`config.mk`:
```
export PLATFORM = sky130hd
export DESIGN_NAME = in_sync_tx_flat
export DESIGN_NICKNAME = d
export VERILOG_FILES = /design/src/rtl/in_sync_tx_pkg.sv /design/src/rtl/in_sync_tx_if.sv /design/src/rtl/in_sync_tx_sync.sv /design/src/rtl/in_sync_tx.sv /design/src/flat_wrapper.sv
export SDC_FILE = /design/constraint.sdc
export NUM_CORES = 1
export LEC_CHECK = 0
export CAP_MARGIN = 20
export CORE_AREA = 2 2 205 207
export DETAILED_ROUTE_END_ITERATION = 10
export DIE_AREA = 0 0 207 209
export DONT_BUFFER_PORTS = 1
export PLACE_DENSITY = 0.33
export SLEW_MARGIN = 20
export SYNTH_ARGS = -nofsm -noshare
export SYNTH_HDL_FRONTEND = slang
export SYNTH_SLANG_ARGS = --single-unit
```
`constraint.sdc`:
```
create_clock -name clk_wr -period 24.2 [get_ports clk_wr]
set_input_delay 7.26 -clock clk_wr [delete_from_list [all_inputs] [get_ports clk_wr]]
set_output_delay 7.26 -clock clk_wr [all_outputs]
set_load 0.02 [all_outputs]
```
`src/rtl/in_sync_tx_pkg.sv`:
```
// Shared decoder package: FSM state encoding and Gray/binary pointer conversion helpers.
package in_sync_tx_pkg;

    typedef enum logic [1:0] {
        IDLE  = 2'd0,
        PPS   = 2'd1,
        SLICE = 2'd2
    } state_e;

    function automatic logic [31:0] bin2gray(input logic [31:0] b);
        return b ^ (b >> 1);
    endfunction

    // Each binary bit is the XOR of all Gray bits at or above it.
    function automatic logic [31:0] gray2bin(input logic [31:0] g);
        logic [31:0] b;
        b[31] = g[31];
        for (int i = 30; i >= 0; i--) begin
            b[i] = b[i+1] ^ g[i];
        end
        return b;
    endfunction

endpackage

```
`src/rtl/in_sync_tx_if.sv`:
```
// Source handshake plus FIFO write-side bus of in_sync_tx; slave = framer, master = source/FIFO side.
interface in_sync_tx_if #(
    parameter int DATA_WIDTH = 256
) ();
    logic [DATA_WIDTH-1:0] src_data;
    logic                  src_valid;
    logic                  src_last;
    logic                  src_ready;
    logic [DATA_WIDTH-1:0] out_data;
    logic                  out_valid;
    logic                  out_sof;
    logic                  out_data_is_pps;

    modport slave (
        input  src_data, src_valid, src_last,
        output src_ready, out_data, out_valid, out_sof, out_data_is_pps
    );

    modport master (
        output src_data, src_valid, src_last,
        input  src_ready, out_data, out_valid, out_sof, out_data_is_pps
    );
endinterface

```
`src/rtl/in_sync_tx_sync.sv`:
```
// Two-flop single-bit synchronizer with async reset and a synchronous clear.
module in_sync_tx_sync (
    input  logic clk_i,
    input  logic rst_ni,
    input  logic clr_i,
    input  logic d_i,
    output logic q_o
);
    logic meta_q;
    logic sync_q;

    always_ff @(posedge clk_i or negedge rst_ni) begin
        if (!rst_ni) begin
            meta_q <= 1'b0;
            sync_q <= 1'b0;
        end else if (clr_i) begin
            meta_q <= 1'b0;
            sync_q <= 1'b0;
        end else begin
            meta_q <= d_i;
            sync_q <= meta_q;
        end
    end

    assign q_o = sync_q;
endmodule

```
`src/rtl/in_sync_tx.sv`:
```
// in_sync_tx: frames PPS and slice words into the write port of the clock-crossing FIFO.
// Optional word/stall statistics counters are built when IN_SYNC_TX_STATS_EN is defined.
module in_sync_tx
    import in_sync_tx_pkg::*;
#(
    parameter int NUMBER_OF_LINES = 4,
    parameter int DATA_WIDTH      = 256,
    parameter int PPS_WORDS       = 4,
    localparam int ADDR_WIDTH     = $clog2(NUMBER_OF_LINES) + 1
) (
    input  logic                  clk_wr,
    input  logic                  rst_n,
    input  logic                  flush,
    input  logic                  frame_start,
    input  logic [ADDR_WIDTH-1:0] rd_ptr_gray,
    in_sync_tx_if.slave           bus,
    output logic                  frame_err
`ifdef IN_SYNC_TX_STATS_EN
    ,
    output logic [31:0]           word_cnt,
    output logic [31:0]           stall_cnt
`endif
);

    localparam int PCW = (PPS_WORDS > 1) ? $clog2(PPS_WORDS) : 1;
    localparam logic [ADDR_WIDTH-1:0] PTR_LAST  = ADDR_WIDTH'(2 * NUMBER_OF_LINES - 1);
    localparam logic [ADDR_WIDTH:0]   PTR_SPAN  = (ADDR_WIDTH + 1)'(2 * NUMBER_OF_LINES);
    localparam logic [ADDR_WIDTH:0]   OCC_LIMIT = (ADDR_WIDTH + 1)'(NUMBER_OF_LINES);
    localparam logic [PCW-1:0]        PPS_LAST  = PCW'(PPS_WORDS - 1);

    state_e                  state_q;
    logic                    sof_pending_q;
    logic [PCW-1:0]          pps_cnt_q;
    logic [ADDR_WIDTH-1:0]   wr_ptr_q;
    logic [ADDR_WIDTH-1:0]   wr_ptr_d;
    logic                    out_valid_q;
    logic                    out_sof_q;
    logic                    out_pps_q;
    logic                    frame_err_q;
    logic [DATA_WIDTH-1:0]   out_data_q;

    logic [ADDR_WIDTH-1:0]   rd_gray_sync;
    logic [ADDR_WIDTH-1:0]   rd_ptr_sync;
    logic [ADDR_WIDTH:0]     occupancy;
    logic                    src_ready;
    logic                    xfer;

    for (genvar i = 0; i < ADDR_WIDTH; i++) begin : g_rd_sync
        in_sync_tx_sync u_sync (
            .clk_i  (clk_wr),
            .rst_ni (rst_n),
            .clr_i  (flush),
            .d_i    (rd_ptr_gray[i]),
            .q_o    (rd_gray_sync[i])
        );
    end

    assign rd_ptr_sync = ADDR_WIDTH'(gray2bin(32'(rd_gray_sync)));

    // One extra bit keeps the modular subtraction exact when the ring is not a power of two.
    always_comb begin
        occupancy = {1'b0, wr_ptr_q} - {1'b0, rd_ptr_sync};
        if (wr_ptr_q < rd_ptr_sync) begin
            occupancy = occupancy + PTR_SPAN;
        end
    end

    assign src_ready = (occupancy < OCC_LIMIT) & ~flush & (state_q != IDLE) & ~frame_err_q;
    assign xfer      = bus.src_valid & src_ready;
    assign wr_ptr_d  = (wr_ptr_q == PTR_LAST) ? '0 : wr_ptr_q + ADDR_WIDTH'(1);

    always_ff @(posedge clk_wr or negedge rst_n) begin
        if (!rst_n) begin
            state_q       <= IDLE;
            sof_pending_q <= 1'b0;
            pps_cnt_q     <= '0;
            wr_ptr_q      <= '0;
            out_valid_q   <= 1'b0;
            out_sof_q     <= 1'b0;
            out_pps_q     <= 1'b0;
            frame_err_q   <= 1'b0;
        end else if (flush) begin
            state_q       <= IDLE;
            sof_pending_q <= 1'b0;
            pps_cnt_q     <= '0;
            wr_ptr_q      <= '0;
            out_valid_q   <= 1'b0;
            out_sof_q     <= 1'b0;
            out_pps_q     <= 1'b0;
            frame_err_q   <= 1'b0;
        end else begin
            out_valid_q <= xfer;
            out_sof_q   <= xfer & sof_pending_q;
            out_pps_q   <= xfer & (state_q == PPS);
            if (xfer) begin
                wr_ptr_q      <= wr_ptr_d;
                sof_pending_q <= 1'b0;
            end
            case (state_q)
                IDLE: begin
                    if (frame_start) begin
                        state_q       <= PPS;
                        sof_pending_q <= 1'b1;
                        pps_cnt_q     <= '0;
                    end
                end
                PPS: begin
                    if (xfer) begin
                        pps_cnt_q <= pps_cnt_q + PCW'(1);
                        // A frame that ends inside its parameter set is malformed.
                        if (bus.src_last) begin
                            frame_err_q <= 1'b1;
                            state_q     <= IDLE;
                        end else if (pps_cnt_q == PPS_LAST) begin
                            state_q <= SLICE;
                        end
                    end
                end
                SLICE: begin
                    if (xfer && bus.src_last) begin
                        state_q <= IDLE;
                    end
                end
                default: state_q <= IDLE;
            endcase
        end
    end

    always_ff @(posedge clk_wr) begin
        if (xfer) begin
            out_data_q <= bus.src_data;
        end
    end

    assign bus.src_ready       = src_ready;
    assign bus.out_data        = out_data_q;
    assign bus.out_valid       = out_valid_q;
    assign bus.out_sof         = out_sof_q;
    assign bus.out_data_is_pps = out_pps_q;
    assign frame_err           = frame_err_q;

`ifdef IN_SYNC_TX_STATS_EN
    logic [31:0] word_cnt_q;
    logic [31:0] stall_cnt_q;

    function automatic logic [31:0] sat_inc(input logic [31:0] v);
        return (v == 32'hFFFF_FFFF) ? v : v + 32'd1;
    endfunction

    always_ff @(posedge clk_wr or negedge rst_n) begin
        if (!rst_n) begin
            word_cnt_q  <= '0;
            stall_cnt_q <= '0;
        end else if (flush) begin
            word_cnt_q  <= '0;
            stall_cnt_q <= '0;
        end else begin
            if (xfer) begin
                word_cnt_q <= sat_inc(word_cnt_q);
            end
            if (bus.src_valid && !src_ready && (state_q != IDLE)) begin
                stall_cnt_q <= sat_inc(stall_cnt_q);
            end
        end
    end

    assign word_cnt  = word_cnt_q;
    assign stall_cnt = stall_cnt_q;
`endif

endmodule

```
`src/flat_wrapper.sv`:
```
// flat-port wrapper written by rule: the top's interface ports become plain ports
module in_sync_tx_flat import in_sync_tx_pkg::*;
#(
    parameter int NUMBER_OF_LINES = 4,
    parameter int DATA_WIDTH      = 256,
    parameter int PPS_WORDS       = 4,
    localparam int ADDR_WIDTH     = $clog2(NUMBER_OF_LINES) + 1
)
  (clk_wr, rst_n, flush, frame_start, rd_ptr_gray, frame_err, bus_src_data, bus_src_valid, bus_src_last, bus_src_ready, bus_out_data, bus_out_valid, bus_out_sof, bus_out_data_is_pps);
  in_sync_tx_if #(.DATA_WIDTH(DATA_WIDTH)) bus_i ();
  input  logic clk_wr;
  input  logic rst_n;
  input  logic flush;
  input  logic frame_start;
  input  logic [ADDR_WIDTH-1:0] rd_ptr_gray;
  output logic frame_err;
  input wire logic [$bits(bus_i.src_data)-1:0] bus_src_data;
  input wire logic [$bits(bus_i.src_valid)-1:0] bus_src_valid;
  input wire logic [$bits(bus_i.src_last)-1:0] bus_src_last;
  output wire logic [$bits(bus_i.src_ready)-1:0] bus_src_ready;
  output wire logic [$bits(bus_i.out_data)-1:0] bus_out_data;
  output wire logic [$bits(bus_i.out_valid)-1:0] bus_out_valid;
  output wire logic [$bits(bus_i.out_sof)-1:0] bus_out_sof;
  output wire logic [$bits(bus_i.out_data_is_pps)-1:0] bus_out_data_is_pps;
  assign bus_i.src_data = bus_src_data;
  assign bus_i.src_valid = bus_src_valid;
  assign bus_i.src_last = bus_src_last;
  assign bus_src_ready = bus_i.src_ready;
  assign bus_out_data = bus_i.out_data;
  assign bus_out_valid = bus_i.out_valid;
  assign bus_out_sof = bus_i.out_sof;
  assign bus_out_data_is_pps = bus_i.out_data_is_pps;
  in_sync_tx #(.NUMBER_OF_LINES(NUMBER_OF_LINES), .DATA_WIDTH(DATA_WIDTH), .PPS_WORDS(PPS_WORDS)) u_core (.clk_wr(clk_wr), .rst_n(rst_n), .flush(flush), .frame_start(frame_start), .rd_ptr_gray(rd_ptr_gray), .bus(bus_i), .frame_err(frame_err));
endmodule
```
## Word level (Yosys, flattened, before mapping)

Index checks and enable logic that the tools add are counted.
W data, S select, Z words.

- ROM bits: 0
- Latch bits: 0
- Logic and storage cells: 81
- Memories kept: 0
- RAM bits: 0
- Bits of input ports: 265
- Flip-flop bits (word level): 274

- Bitwise gates (word level): 10
- Divide/modulo/power cells: 0
- $add $sub $neg: 4
- Order comparisons: 2
- Eq/ne operators: 8
- Shifts and indexed selects: 0
- $mul: 0
- Reductions and logical operators: 10
- Mux-type cells: 32

Operators with widths:

| kind | number |
|---|---|
| $mux W2 | 9 |
| $mux W1 | 17 |
| $mux W3 | 3 |
| $reduce_bool A2 Y1 | 4 |
| $and A1 B1 Y1 | 6 |
| $ne A3 B2 Y1 const B | 2 |
| $pmux W2 S3 | 1 |
| $reduce_and A3 Y1 | 2 |
| $add A4 B4 Y4 const B | 1 |
| $eq A2 B2 Y1 const B | 2 |
| $lt A4 B3 Y1 const B | 1 |
| $mux W4 | 1 |
| $ne A4 B4 Y1 const B | 1 |
| $pmux W2 S2 | 1 |
| $reduce_and A4 Y1 | 1 |
| $sub A3 B3 Y4 | 1 |
| $add A3 B1 Y3 const B | 1 |
| $eq A3 B3 Y1 const B | 1 |
| $lt A3 B3 Y1 | 1 |
| $ne A3 B3 Y1 const B | 1 |
| $reduce_bool A3 Y1 | 1 |
| $add A2 B1 Y2 const B | 1 |
| $eq A2 B1 Y1 const B | 1 |
| $logic_not A2 Y1 | 1 |
| other kinds (3) | 5 |

## Logic depth before layout (Yosys ltp)

- Word-level depth: 14
- Depth in mapped cells: 11
- Gate-level depth less buffers: 10

## Hierarchy

A second synthesis with hierarchy kept.

- Cells, all modules: 334
- Area total of the unflattened synthesis: 8,584.5 um^2

Modules (own cells, without submodules):

| module | sequential area each (um^2) | cells each | instances | area each (um^2) |
|---|---|---|---|---|
| in_sync_tx | 7,987.7 | 322 | 1 | 8,396.8 |
| in_sync_tx_sync | 50.0 | 4 | 3 | 62.6 |

## Least setup slack after synthesis

Ideal clock, no wire load.

- Path type: input to output
- Start point: input port flush
- End point: output port bus_src_ready
- Path slack: 8.673 ns
- Cell stages on the path: 2
- Arrival time: 8.267 ns
- Path through: or4b_1 -> nor3_1

- Longest elaborated chain between the ends: 4

Ends and longest elaborated chain:

| element | RTL line | RTL |
|---|---|---|
| start: declaration | flat_wrapper.sv:13 | `input logic flush;` |
| $not A1 Y1 | in_sync_tx.sv:68 | `assign src_ready = (occupancy < OCC_LIMIT) & ~flush & (state_q != IDLE) & ~frame_err_q;` |
| $and A1 B1 Y1 (3 in a row) | in_sync_tx.sv:68 |  |
| end: declaration | flat_wrapper.sv:20 | `output wire logic [$bits(bus_i.src_ready)-1:0] bus_src_ready;` |

No other way between the ends.

## Worst setup path after layout

Same ends and word-level chain as after synthesis.

==> results.sh <==
export IMPL_status="completed"
export IMPL_cp_slowest_cell="or4b_1"
export IMPL_async_reset_ff_share_pct=6.57
export IMPL_ctsHoldBuffers=0
export IMPL_ios=526
export IMPL_period_share_pct=64.5
export IMPL_synthTopCellsByCount="edfxtp_1, dfrtp_1, nor2b_1"
export IMPL_syn_num_nets=611
export IMPL_cts_resized=0
export IMPL_crit_buf_inv=0
export IMPL_path_class="primary input to primary output"
export IMPL_insertion_delay_ns=0.55
export IMPL_cpPeakStageDelay_ns=0.54
export IMPL_ctsRootBufferMaster="clkbuf_16"
export IMPL_power_share_combinational_pct=1.1
export IMPL_max_cap_viol_count=0
export IMPL_internal_power_mw=0.794
export IMPL_synthTopCellsByArea="edfxtp_1, dfrtp_1, ha_1, nor2b_1, nand3b_1"
export IMPL_cts_setup_buffers=0
export IMPL_p_total_mw=0.992
export IMPL_max_slew_margin_pct=43.8
export IMPL_synth_top_area_share_pct=89.2
export IMPL_synth_area_leader_cell="edfxtp_1"
export IMPL_cp_top_family="simple AND/OR/NAND/NOR gates"
export IMPL_wl_per_cell_um=23.4
export IMPL_dpl_cell_area_um2=9300
export IMPL_numCtsBuffers=28
export IMPL_path_clk_slew_ns=0.06
export IMPL_grt_pass1_wl_mm=29.1
export IMPL_synth_main_ff_cell="edfxtp_1"
export IMPL_grt_max_degree=105
export IMPL_finalNetCount=640
export IMPL_post_route_min_period_ns=15.61
export IMPL_initial_core_util_pct=20.9
export IMPL_dp_slack_ns=8.59
export IMPL_synth_most_common_cell="edfxtp_1"
export IMPL_swShare_pct=20.0
export IMPL_overflow=0
export IMPL_syn_inst=341
export IMPL_crit_path_max_fanout=20
export IMPL_leakagePower_nw=3.21
export IMPL_dieArea_um2=43300
export IMPL_gp_congestion=0.733
export IMPL_fin_hold_ws_ns=0.465
export IMPL_fin_ws_ns=8.59
export IMPL_synthesis_area_um2=8620
export IMPL_drtPass1Iterations=4
export IMPL_antenna_found_initial=4
export IMPL_dpl_hpwl_mm=16.3
export IMPL_syn2layout_area_growth_pct=18.8
export IMPL_cts_sinks=274
export IMPL_cp_start_kind="primary input"
export IMPL_drive_gt1_share_pct=12.3
export IMPL_core_area_um2=41300
export IMPL_n_fill_cell=4166
export IMPL_port_buffers=0
export IMPL_synth_enable_flop_cells=256
export IMPL_die_y_um=209
export IMPL_skew_ns=0.0102
export IMPL_synth_cell_type_count=37
export IMPL_seqPwrFrac_pct=54.9
export IMPL_drtIter0Drc=250
export IMPL_route_vias_total=3421
export IMPL_track_usage_pct=9.30
export IMPL_stdcell_area_um2=10200
export IMPL_wl_mm=21.8
export IMPL_drt_antenna_violating_nets=0
export IMPL_cp_end_kind="primary output"
export IMPL_ir_drop_mv=0.0504
export IMPL_cts_tree="done"
export IMPL_yosys_register_bits=274
export IMPL_drc_errors=0
export IMPL_p_per_area_nw_per_um2=96.9
export IMPL_die_w_um=207
export IMPL_drv_slew=0
export IMPL_cts_buffer_depth=3
export IMPL_hold_violations=0
export IMPL_grt_pass1_vias=3561
export IMPL_avgSynthCellArea_um2=25.3
export IMPL_switching_power_mw=0.199
export IMPL_finalSetupTns_ns=0
export IMPL_worstPathRequired_ns=16.94
export IMPL_worst_slew_pin_slew_ns=0.843
export IMPL_htreeDepth=1
export IMPL_clkPwrFrac_pct=44.0
export IMPL_crit_arrival_ns=8.35
export IMPL_fp_row_count=75
export IMPL_ys_seq_area_share_pct=94.4
export IMPL_vias_per_cell=3.67
export IMPL_rsz0062_at_grt="no"
export IMPL_hold_class="flip-flop to flip-flop"
export IMPL_finalSetupViolCount=0
export IMPL_fmax_mhz=64.1
export IMPL_crit_chain="or4b_1 > nor3_1"
export IMPL_ys_warn_count=0
-- final timing paths --
kind | cells after the start | start | end | slack, ns
worst max-delay path | 2 | flush | bus_src_ready | 8.59
worst min-delay path | 1 | u_core.g_rd_sync[0].u_sync.meta_q | u_core.g_rd_sync[0].u_sync.q_o | 0.47
worst max register to register | 10 | u_core.g_rd_sync[2].u_sync.q_o | u_core.bus.out_data[203] | 19.56
worst min register to register | 1 | u_core.g_rd_sync[0].u_sync.meta_q | u_core.g_rd_sync[0].u_sync.q_o | 0.47
max in group asynchronous | 0 | rst_n | u_core.state_q[1] | 17.72
min in group asynchronous | 0 | rst_n | u_core.frame_err | 6.40
-- registers in the layout, summed over array words and instances, names as in the netlist --
signal	flops
u_core.frame_err	1
u_core.bus.out_data	256
u_core.state_q	2
u_core.pps_cnt_q	2
u_core.g_rd_sync.u_sync.meta_q	3
u_core.g_rd_sync.u_sync.q_o	3
u_core.bus.out_valid	1
u_core.sof_pending_q	1
u_core.wr_ptr_q	3
u_core.bus.out_sof	1
u_core.bus.out_data_is_pps	1
-- cell usage in the layout (no fill, tap or decap), types with 2 or more instances in the layout --
master,Yosys,routed
a21oi_1,3,3
bufinv_16,0,4
clkbuf_1,1,4
clkbuf_16,0,29
clkinv_1,0,5
clkinv_2,0,6
clkinvlp_4,0,3
dfrtp_1,18,18
edfxtp_1,256,256
ha_1,4,4
inv_1,7,6
mux2i_1,2,2
nand2_1,2,2
nand2b_1,2,2
nand3_1,2,2
nand3b_1,4,4
nor2_1,2,2
nor2b_1,8,8
nor3_1,4,4
o21a_1,2,2
o21ai_0,2,2
o22ai_1,2,2
-- cell families (layout without fill, tap and decap cells) --
group / count (synthesis) / in the layout / share of synthesized area [%]
muxes: 3 / 3 / 0.363
xor gates and xnor gates: 2 / 2 / 0.363
DFF: 274 / 274 / 94.4
adders and majority gates: 5 / 5 / 0.813
other: 0 / 1 / 0
buffers and inverters: 11 / 61 / 0.566
and+or+nand+nor: 30 / 30 / 2.21
AOI/OAI and AO/OA: 16 / 16 / 1.29
-- routing by layer --
layer | wire length, µm | track usage (%) | share of wire [%]
met1 | 7710 | 9.74 | 35
met2 | 11100 | 15.6 | 51
met3 | 2250 | 4.57 | 10
met4 | 779 | 4.46 | 3.6
met5 | 0 | 0 | 0
-- power groups by stage --
| stage | Clock [mW] | Combinational [mW] | Sequential [mW] |
|---|---|---|---|
| after floorplan | 0 | 0.00870 | 0.555 |
| after global placement | 0 | 0.0107 | 0.556 |
| after detailed placement | 0 | 0.0110 | 0.555 |
| after CTS | 0.451 | 0.0110 | 0.546 |
| after global routing | 0.474 | 0.0121 | 0.546 |
| final | 0.436 | 0.0108 | 0.545 |
-- per-stage QoR --
stage               util [%]  instances
finish                  24.8        931
global route            24.8        931
global placement        22.5        879
CTS                     24.8        930
floorplan                  -        341
detailed placement      22.5        879
-- cell type report --
type / count / area (µm²) / area share [%]
tap: 539 / 674 / 6.59
clock buffer: 33 / 741 / 7.24
inverter: 8 / 37.5 / 0.367
multi-input combinational: 56 / 434 / 4.24
sequential: 274 / 8140 / 79.5
antenna: 1 / 2.50 / 0.0244
timing repair buffer: 2 / 18.8 / 0.183
clock inverter: 18 / 191 / 1.87
No activity file was read; power rests on OpenSTA's default activity.
